[src/rtl/jacaranda_pkg.sv]
// Shared types and constants for the UART-to-Wishbone program loader.
// CSUM exists only when LOADER_CHECKSUM_EN is defined.
package jacaranda_pkg;

    localparam logic [7:0] HDR_BYTE    = 8'hA5;

    localparam logic [1:0] ERR_NONE    = 2'd0;
    localparam logic [1:0] ERR_HDR     = 2'd1;
    localparam logic [1:0] ERR_TIMEOUT = 2'd2;
    localparam logic [1:0] ERR_CSUM    = 2'd3;

    typedef enum logic [2:0] {
        IDLE,
        LEN,
        DATA,
        WB_REQ,
        WB_WAIT,
`ifdef LOADER_CHECKSUM_EN
        CSUM,
`endif
        DONE,
        ERR
    } state_t;

    // Instruction-memory words are 32 bits wide; the index wraps at 256 words.
    function automatic logic [31:0] instr_addr(input logic [31:0] base, input logic [7:0] idx);
        return base + {22'd0, idx, 2'b00};
    endfunction

endpackage

[src/rtl/wb_single_write.sv]
// One-shot Wishbone single write with an ack timeout.
// Latency: bus request on the edge after start; ack_ok/timeout are combinational in the last bus cycle.
// Backpressure: the cycle is held stable until ack or until ACK_TIMEOUT cycles elapse.
module wb_single_write #(
    parameter int ACK_TIMEOUT = 255
) (
    input  logic        wb_clk_i,
    input  logic        wb_rst_i,
    input  logic        start,
    input  logic [31:0] start_adr,
    input  logic [31:0] start_dat,
    output logic        wbm_cyc_o,
    output logic        wbm_stb_o,
    output logic        wbm_we_o,
    output logic [3:0]  wbm_sel_o,
    output logic [31:0] wbm_adr_o,
    output logic [31:0] wbm_dat_o,
    input  logic        wbm_ack_i,
    output logic        ack_ok,
    output logic        timeout
);

    logic        active;
    logic [15:0] wait_cnt;

    assign wbm_cyc_o = active;
    assign wbm_stb_o = active;
    assign wbm_we_o  = active;

    assign ack_ok  = active && wbm_ack_i;
    // The cycle where wait_cnt hits ACK_TIMEOUT-1 is the last one allowed on the bus.
    assign timeout = active && !wbm_ack_i && (wait_cnt == 16'(ACK_TIMEOUT - 1));

    always_ff @(posedge wb_clk_i) begin
        if (wb_rst_i) begin
            active    <= 1'b0;
            wait_cnt  <= 16'd0;
            wbm_sel_o <= 4'b0000;
            wbm_adr_o <= 32'd0;
            wbm_dat_o <= 32'd0;
        end else if (start) begin
            active    <= 1'b1;
            wait_cnt  <= 16'd0;
            wbm_sel_o <= 4'b0001;
            wbm_adr_o <= start_adr;
            wbm_dat_o <= start_dat;
        end else if (ack_ok || timeout) begin
            active    <= 1'b0;
        end else if (active) begin
            wait_cnt  <= wait_cnt + 16'd1;
        end
    end

endmodule

[src/rtl/wb_prog_loader.sv]
// UART framed program loader writing bytes into instruction memory over Wishbone; optional LOADER_CHECKSUM_EN.
// Latency: one Wishbone write per data byte, issued the edge after the byte is taken.
// Backpressure: rx_ready drops while a write is outstanding; the bus waits on ack up to ACK_TIMEOUT.
module wb_prog_loader
    import jacaranda_pkg::*;
#(
    parameter logic [31:0] INSTR_BASE  = 32'h3000_0000,
    parameter int          ACK_TIMEOUT = 255
) (
    input  logic        wb_clk_i,
    input  logic        wb_rst_i,
    input  logic [7:0]  rx_data,
    input  logic        rx_valid,
    output logic        rx_ready,
    output logic        wbm_cyc_o,
    output logic        wbm_stb_o,
    output logic        wbm_we_o,
    output logic [3:0]  wbm_sel_o,
    output logic [31:0] wbm_adr_o,
    output logic [31:0] wbm_dat_o,
    input  logic        wbm_ack_i,
    output logic        cpu_reset_o,
    output logic        busy,
    output logic        done,
    output logic [1:0]  err
);

    state_t      state, state_nxt;
    logic [7:0]  len, len_nxt;
    logic [8:0]  idx, idx_nxt;
    logic [1:0]  err_nxt;
    logic        wb_start;
    logic        ack_ok, timeout;
    logic        byte_fire;
    logic [8:0]  frame_len;
    logic [8:0]  idx_inc;
    logic        last_byte;
    logic        rdy_nxt, busy_nxt, done_nxt, hold_nxt;
`ifdef LOADER_CHECKSUM_EN
    logic [7:0]  sum, sum_nxt;
`endif

    assign byte_fire = rx_valid && rx_ready;
    // A length byte of zero encodes a full 256-byte frame.
    assign frame_len = {(len == 8'd0), len};
    assign idx_inc   = idx + 9'd1;
    assign last_byte = (idx_inc == frame_len);

    wb_single_write #(
        .ACK_TIMEOUT (ACK_TIMEOUT)
    ) u_wb_write (
        .wb_clk_i  (wb_clk_i),
        .wb_rst_i  (wb_rst_i),
        .start     (wb_start),
        .start_adr (instr_addr(INSTR_BASE, idx[7:0])),
        .start_dat ({24'h0, rx_data}),
        .wbm_cyc_o (wbm_cyc_o),
        .wbm_stb_o (wbm_stb_o),
        .wbm_we_o  (wbm_we_o),
        .wbm_sel_o (wbm_sel_o),
        .wbm_adr_o (wbm_adr_o),
        .wbm_dat_o (wbm_dat_o),
        .wbm_ack_i (wbm_ack_i),
        .ack_ok    (ack_ok),
        .timeout   (timeout)
    );

    always_comb begin
        state_nxt = state;
        len_nxt   = len;
        idx_nxt   = idx;
        err_nxt   = err;
        wb_start  = 1'b0;
`ifdef LOADER_CHECKSUM_EN
        sum_nxt   = sum;
`endif
        case (state)
            IDLE: begin
                if (byte_fire) begin
                    if (rx_data == HDR_BYTE) begin
                        state_nxt = LEN;
                    end else begin
                        state_nxt = ERR;
                        err_nxt   = ERR_HDR;
                    end
                end
            end
            LEN: begin
                if (byte_fire) begin
                    len_nxt   = rx_data;
                    idx_nxt   = 9'd0;
`ifdef LOADER_CHECKSUM_EN
                    sum_nxt   = 8'd0;
`endif
                    state_nxt = DATA;
                end
            end
            DATA: begin
                if (byte_fire) begin
                    wb_start  = 1'b1;
`ifdef LOADER_CHECKSUM_EN
                    sum_nxt   = sum + rx_data;
`endif
                    state_nxt = WB_REQ;
                end
            end
            WB_REQ, WB_WAIT: begin
                if (ack_ok) begin
                    idx_nxt = idx_inc;
                    if (last_byte) begin
`ifdef LOADER_CHECKSUM_EN
                        state_nxt = CSUM;
`else
                        state_nxt = DONE;
`endif
                    end else begin
                        state_nxt = DATA;
                    end
                end else if (timeout) begin
                    state_nxt = ERR;
                    err_nxt   = ERR_TIMEOUT;
                end else begin
                    state_nxt = WB_WAIT;
                end
            end
`ifdef LOADER_CHECKSUM_EN
            CSUM: begin
                if (byte_fire) begin
                    if (rx_data == sum) begin
                        state_nxt = DONE;
                    end else begin
                        state_nxt = ERR;
                        err_nxt   = ERR_CSUM;
                    end
                end
            end
`endif
            DONE: begin
                state_nxt = IDLE;
            end
            ERR: begin
                // Only a fresh header gets out of the error state.
                if (byte_fire && rx_data == HDR_BYTE) begin
                    err_nxt   = ERR_NONE;
                    state_nxt = LEN;
                end
            end
            default: begin
                state_nxt = IDLE;
            end
        endcase
    end

    // Status outputs are registered from the next state so they line up with it.
    always_comb begin
        rdy_nxt  = 1'b0;
        busy_nxt = 1'b1;
        done_nxt = 1'b0;
        hold_nxt = 1'b1;
        case (state_nxt)
            IDLE: begin
                rdy_nxt  = 1'b1;
                busy_nxt = 1'b0;
                hold_nxt = 1'b0;
            end
            LEN, DATA: rdy_nxt = 1'b1;
`ifdef LOADER_CHECKSUM_EN
            CSUM: rdy_nxt = 1'b1;
`endif
            DONE: begin
                busy_nxt = 1'b0;
                done_nxt = 1'b1;
            end
            ERR: begin
                rdy_nxt  = 1'b1;
                busy_nxt = 1'b0;
            end
            default: begin
                rdy_nxt  = 1'b0;
            end
        endcase
    end

    always_ff @(posedge wb_clk_i) begin
        if (wb_rst_i) begin
            state       <= IDLE;
            len         <= 8'd0;
            idx         <= 9'd0;
            err         <= ERR_NONE;
            rx_ready    <= 1'b0;
            busy        <= 1'b0;
            done        <= 1'b0;
            cpu_reset_o <= 1'b0;
`ifdef LOADER_CHECKSUM_EN
            sum         <= 8'd0;
`endif
        end else begin
            state       <= state_nxt;
            len         <= len_nxt;
            idx         <= idx_nxt;
            err         <= err_nxt;
            rx_ready    <= rdy_nxt;
            busy        <= busy_nxt;
            done        <= done_nxt;
            cpu_reset_o <= hold_nxt;
`ifdef LOADER_CHECKSUM_EN
            sum         <= sum_nxt;
`endif
        end
    end

endmodule

[config.mk]
export PLATFORM = sky130hd
export DESIGN_NAME = wb_prog_loader
export DESIGN_NICKNAME = d
export VERILOG_FILES = /design/src/rtl/jacaranda_pkg.sv /design/src/rtl/wb_single_write.sv /design/src/rtl/wb_prog_loader.sv
export SDC_FILE = /design/constraint.sdc
export NUM_CORES = 1
export LEC_CHECK = 0
export ABC_AREA = 1
export ABC_CLOCK_PERIOD_IN_PS = 3600
export CAP_MARGIN = 40
export CORE_ASPECT_RATIO = 1.25
export CORE_UTILIZATION = 48
export DETAILED_ROUTE_END_ITERATION = 8
export GPL_ROUTABILITY_DRIVEN = 0
export PLACE_DENSITY = 0.8
export SYNTH_ARGS = -nofsm -noshare
export SYNTH_HDL_FRONTEND = slang
export SYNTH_SLANG_ARGS = --single-unit
export TNS_END_PERCENT = 10
[constraint.sdc]
create_clock -name wb_clk_i -period 3.6 [get_ports wb_clk_i]
set_input_delay 0.72 -clock wb_clk_i [delete_from_list [all_inputs] [get_ports wb_clk_i]]
set_output_delay 0.72 -clock wb_clk_i [all_outputs]
set_load 0.005 [all_outputs]
# [Word level (Yosys, flattened, before mapping)]
# Index checks and enable logic that the tools add are counted.
[word_totals] output_inout_bits=77 in_bits=12 regBits=84 wordCells=83
[op_classes] n_addsub=3 bitwise=1 reduce_logical=21 mux=26 eq_ne=19
[ops] op="adder 30 x 10 -> 31 bit (first input constant)" count=1
[ops] op="two-way mux 3 bit" count=7
[ops] op="two-way mux 9 bit" count=2
[ops] op="case mux 9 bit (2 select lines)" count=1
[ops] op="adder 16 x 1 -> 16 bit (second input constant)" count=1
[ops] op="== test 16 x 8 -> 1 bit (second input constant)" count=1
[ops] op="case mux 3 bit (5 select lines)" count=1
[ops] op="== test 3 bit (second input constant)" count=4
[ops] op="two-way mux 2 bit" count=6
[ops] op="inequality test 2 bit (second input constant)" count=5
[ops] op="adder 9 x 1 -> 9 bit (second input constant)" count=1
[ops] op="== test 3 x 2 -> 1 bit (second input constant)" count=3
[ops] op="== test 9 bit" count=1
[ops] op="== test 8 bit (second input constant)" count=1
[ops] op="logical NOT 8 bit" count=1
[ops] op="two-way mux 1 bit" count=8
[ops] op="== test 3 x 1 -> 1 bit (second input constant)" count=2
[ops] op="logical NOT 3 bit" count=2
[ops] op="case mux 2 bit (3 select lines)" count=1
[ops] op="AND reduction 6 bit" count=1
[ops] op="logical AND 1 bit" count=5
[ops] op="inequality test 2 x 1 -> 1 bit (second input constant)" count=2
[ops] op="AND reduction 2 bit" count=2
[ops] op="nonzero test 2 bit" count=2
[ops] op="8 further kinds" count=9

# [Logic depth before layout (Yosys ltp)]
[depth] ltp_word=9 ltp_mapped=17 mapped_depth_nobuf=17

# [Hierarchy]
# Synthesis repeated with hierarchy kept, for this count alone.
[unflattened] cells_unflattened=731 hier_area_um2=4967.3
[by_module_without_submodules] module="wb_single_write" area_each_um2=3420.8 cells_each=480 n_inst=1 seq_area_each_um2=1641.6
[by_module_without_submodules] module="wb_prog_loader" area_each_um2=1546.5 cells_each=251 n_inst=1 seq_area_each_um2=520.5

# [Worst setup path before layout]
# Ideal clock, no wire load.
[synth_path] path_type="input to register" start="input rx_data[1]" end="register busy" t_required_ps=3485 t_arrival_ps=1876 slack_ps=1610 stages=12 n_path_buf=0 path_cell_list="inv_1 nand2_1 nor2_1 nand4_1 nor2_1 inv_1 nand2_1 nand2_1 nor3_1 a21oi_2 nor2_1 nor2_1"
[synth_between] elab_chain_len=7 elab_cells_between_ends=11
[synth_lines] element="start: declaration" line="wb_prog_loader.sv:12" source="input logic [7:0] rx_data,"
[synth_lines] element="== test 8 bit *" line="wb_prog_loader.sv:80, wb_prog_loader.sv:143"
[synth_lines] element="two-way mux 3 bit or logical AND 1 bit (tied branches)" line="wb_prog_loader.sv:80, wb_prog_loader.sv:143"
[synth_lines] element="two-way mux 3 bit (on tied branches)" line="wb_prog_loader.sv:79, wb_prog_loader.sv:143"
[synth_lines] element="case mux 3 bit (5 select lines) *" line="wb_prog_loader.sv:77" source="case (state)"
[synth_lines] element="== test 3 bit or logical NOT 3 bit (tied branches)" line="wb_prog_loader.sv:160" source="case (state_nxt)"
[synth_lines] element="OR reduction 3 bit (no source line) *"
[synth_lines] element="two-way mux 1 bit *" line="wb_prog_loader.sv:160"
[synth_lines] element="end signal: assignment" line="wb_prog_loader.sv:203" source="busy <= busy_nxt;"
[synth_lines] element="end: declaration" line="wb_prog_loader.sv:23" source="output logic busy,"
# Mark *: on every way between the ends. The rest lies on a longest branch, timed or not.
# A chain may end at the register's enable or synchronous reset.

# [Final worst setup path]
[layout_path] start="input rx_valid" end="register busy"
[layout_between] elab_chain_len=7 elab_cells_between_ends=12
[layout_lines] element="start: declaration" line="wb_prog_loader.sv:13" source="input logic rx_valid,"
[layout_lines] element="logical AND 1 bit *" line="wb_prog_loader.sv:43" source="assign byte_fire = rx_valid && rx_ready;"
[layout_lines] element="logical AND 1 bit" line="wb_prog_loader.sv:143" source="if (byte_fire && rx_data == HDR_BYTE) begin"
[layout_lines] element="two-way mux 3 bit" line="wb_prog_loader.sv:143"
[layout_lines] element="case mux 3 bit (5 select lines) *" line="wb_prog_loader.sv:77"
[layout_lines] element="== test 3 bit or logical NOT 3 bit (tied branches)" line="wb_prog_loader.sv:160"
[layout_lines] element="OR reduction 3 bit (no source line) *"
[layout_lines] element="two-way mux 1 bit *" line="wb_prog_loader.sv:160"
# Marks and branches as above.

==> flow_summary.yaml <==
outcome:
  outcome: "complete, no violations"
floorplanning:
  die_height_um: 94.59
  rows: 33
  dieArea_mm2: 0.007195
  initial_core_util: 0.4983
  ios: 89
  core_mm2: 0.006606
  die_w_um: 76.07
timing:
  max_freq_mhz: 424.0
  period_needed_ns: 2.359
  setup-tns-final_ns: 0
  slew_violations: 0
  rsz0062_at_grt: "false"
  setup_viol: 0
  fin_crit_sh: 0.6552
  maxSlewHeadroom: 0.5615
  tightest_slew_ns: 0.6553
  hold_violations: 0
  fin_worst_skew_ns: 0.007224
placement:
  dp_hpwl_mm: 5.115
  placed_area_mm2: 0.003571
  port_buffers: 39
layout:
  n_antenna_cell: 0
  multi_input_area_mm2: 0.001623
  postLayoutCellArea_mm2: 0.003819
  n_fill_cell: 620
  seqCellArea_mm2: 0.001201
  nets: 537
  layout-drive-gt1-share: 0.07211
  synthToLayoutAreaGrowth_pct: 16.00
power_and_ir_drop:
  p_leak_uw: 0.001573
  ir_worst_vdd_uv: 259.7
  powerDensity_mw_per_mm2: 471.5
cts:
  root_buffer: "clkbuf_8"
  insertion_delay_ns: 0.35
  postCtsHoldBufs: 0
  cts.clk_slew.worst_paths_ns: 0.07
  ctsResizeCount: 0
  cts_tree: "built"
  htreeDepth: 3
  cts_buffers: 9
  clock_sinks: 60
  cts_setup_buffers: 0
  clockBufferDepth: 2
yosys:
  yosysWarnings: 0
  synth_seq_cells: 60
  synth_cell_types: 30
  ys_seq_area_frac: 0.3649
  netlist_instances: 483
  netlist_area_mm2: 0.003292
  avgSynthCellArea_um2: 6.816
setup_path:
  critical_path_class: "primary input to flip-flop"
  rr_endpoint: "busy$_SDFF_PP0_"
  cp.required_ns: 3.85
  crit_arrival_ns: 2.61
  r2r_start: "idx[0]$_SDFFE_PP0P_"
  reg2reg_depth: 15
  crit_fanout: 20
  r2r_slack_ns: 1.51
  cp-end-kind: "flip-flop"
  start_kind: "primary input"
global_route:
  grt_pass1_wl_mm: 11.49
  gr-total-overflow: 0
  grt_util_all_layers: 0.2022
  antenna_found_initial: 0
  grt_pass1_vias: 2723
  grt_max_degree: 31
drt:
  wirelength_mm: 6.971
  drt_iter0_markers: 137
  wl_per_cell_um: 11.35
  vias: 2997
  first_pass_iters: 4
  drc: 0
  ant_nets: 0
  vias_per_cell: 4.881
flow_run:
  max-cap-violations: 0
worst_hold_path:
  whs_path_depth: 2
  whs_endpoint: "u_wb_write.wbm_adr_o[2]$_SDFFE_PP0P_"
  min-delay-start: "u_wb_write.wbm_adr_o[2]$_SDFFE_PP0P_"
  hold_path_class: "flip-flop to flip-flop"
-- worst max-delay path by stage --
stage	startpoint	endpoint	slack (ns)	cells after the start
floorplan	rx_data[1]	busy$_SDFF_PP0_	1.61	12
global placement	rx_valid	busy$_SDFF_PP0_	0.96	10
detailed placement	rx_data[2]	busy$_SDFF_PP0_	0.90	12
CTS	rx_data[2]	busy$_SDFF_PP0_	1.26	12
global route	wbm_ack_i	u_wb_write.wait_cnt[8]$_SDFFE_PP0P_	1.00	12
finish	rx_valid	busy$_SDFF_PP0_	1.24	10
-- critical path, stage by stage --
cell             delay, ns
clkdlybuf4s50_1       0.45
nand2_1               0.09
inv_1                 0.48
o21ai_0               0.20
a211oi_1              0.24
nand2_1               0.09
nand2_1               0.08
nand2_1               0.06
nor2_1                0.13
nor2_1                0.05
-- sequential cells by signal, indices dropped and copies added (netlist names) --
register / flops
rx_ready: 1
u_wb_write.wbm_cyc_o: 1
busy: 1
u_wb_write.wbm_adr_o: 9
u_wb_write.wait_cnt: 16
idx: 9
u_wb_write.wbm_dat_o: 8
state: 3
done: 1
len: 8
err: 2
cpu_reset_o: 1
-- layout make-up --
cell class                 count  area share
clock buffer                   9     0.03244
sequential                    60      0.3145
timing repair buffer          45      0.1140
clock inverter                 7     0.03244
inverter                      54     0.05308
multi-input combinational    352      0.4250
tap                           87     0.02851
-- through the flow --
step           utilization  instances  total power (uW)  hold slack [ns]  setup slack, ns
4_1_cts             0.5780        614              1804           0.4619            1.257
3_5_place_dp        0.5405        598              1058           0.4510           0.8978
5_1_grt             0.5780        614              1883           0.4792            1.001
6_report            0.5780        614              1801           0.4596            1.241
3_3_place_gp        0.5405        598              1052           0.4515           0.9575
2_1_floorplan            -        531             974.9           0.4402            1.610
-- per-layer routing --
layer,vias up,GRT usage,routed length [um]
met3,17,0.03961,365
met1,1356,0.2087,2835
met5,-,0,0
li1,1525,-,-
met2,99,0.3727,3585
met4,0,0.1394,184
-- cells in the final DEF, fill, tap and decap left out, drive strengths merged --
cell,instances
clkdlybuf4s50,39
dfxtp,60
o21ai,21
buf,6
inv,54
nor2,42
nand2,112
xnor2,1
clkinv,3
nor3b,1
clkbuf,9
nor4,1
nand3,41
nand3b,2
conb,49
clkinvlp,1
or2,1
nand4,10
bufinv,3
a21oi,49
nor3,12
ha,3
xor2,6
a211oi,1
-- kinds of logic (layout without fill, tap and decap cells) --
family / Yosys count / count (layout) / share of synthesized area
and+or+nand+nor: 222 / 222 / 0.2972
buffers and inverters: 119 / 115 / 0.1969
AOI/OAI and AO/OA: 71 / 71 / 0.1098
DFF: 60 / 60 / 0.3649
xor gates and xnor gates: 7 / 7 / 0.01862
adders and majority gates: 3 / 3 / 0.01140
other: 1 / 49 / 0.001139
-- synth_stat cells, drive strengths merged --
library cell | n | area, um2
dfxtp | 60 | 1201
conb | 1 | 3.750
nand3 | 41 | 210.2
o21ai | 21 | 105.1
nand3b | 2 | 15.01
xor2 | 6 | 52.55
nor4 | 1 | 6.260
nor3b | 1 | 7.510
clkinv | 1 | 3.750
clkbuf | 10 | 37.54
nor3 | 12 | 65.06
a21oi | 49 | 249.0
buf | 55 | 407.9
xnor2 | 1 | 8.760
nor2 | 42 | 172.7
ha | 3 | 37.54
a211oi | 1 | 7.510
inv | 53 | 198.9
nand2 | 112 | 432.9
nand4 | 10 | 62.56
or2 | 1 | 6.260
-- power breakdown --
part	switching, uW	internal (uW)	total (uW)
Sequential	24.1	702	727
Clock	288	464	752
Combinational	192	129	322
Total	505	1300	1800
Power figures use the tool's default switching activity.
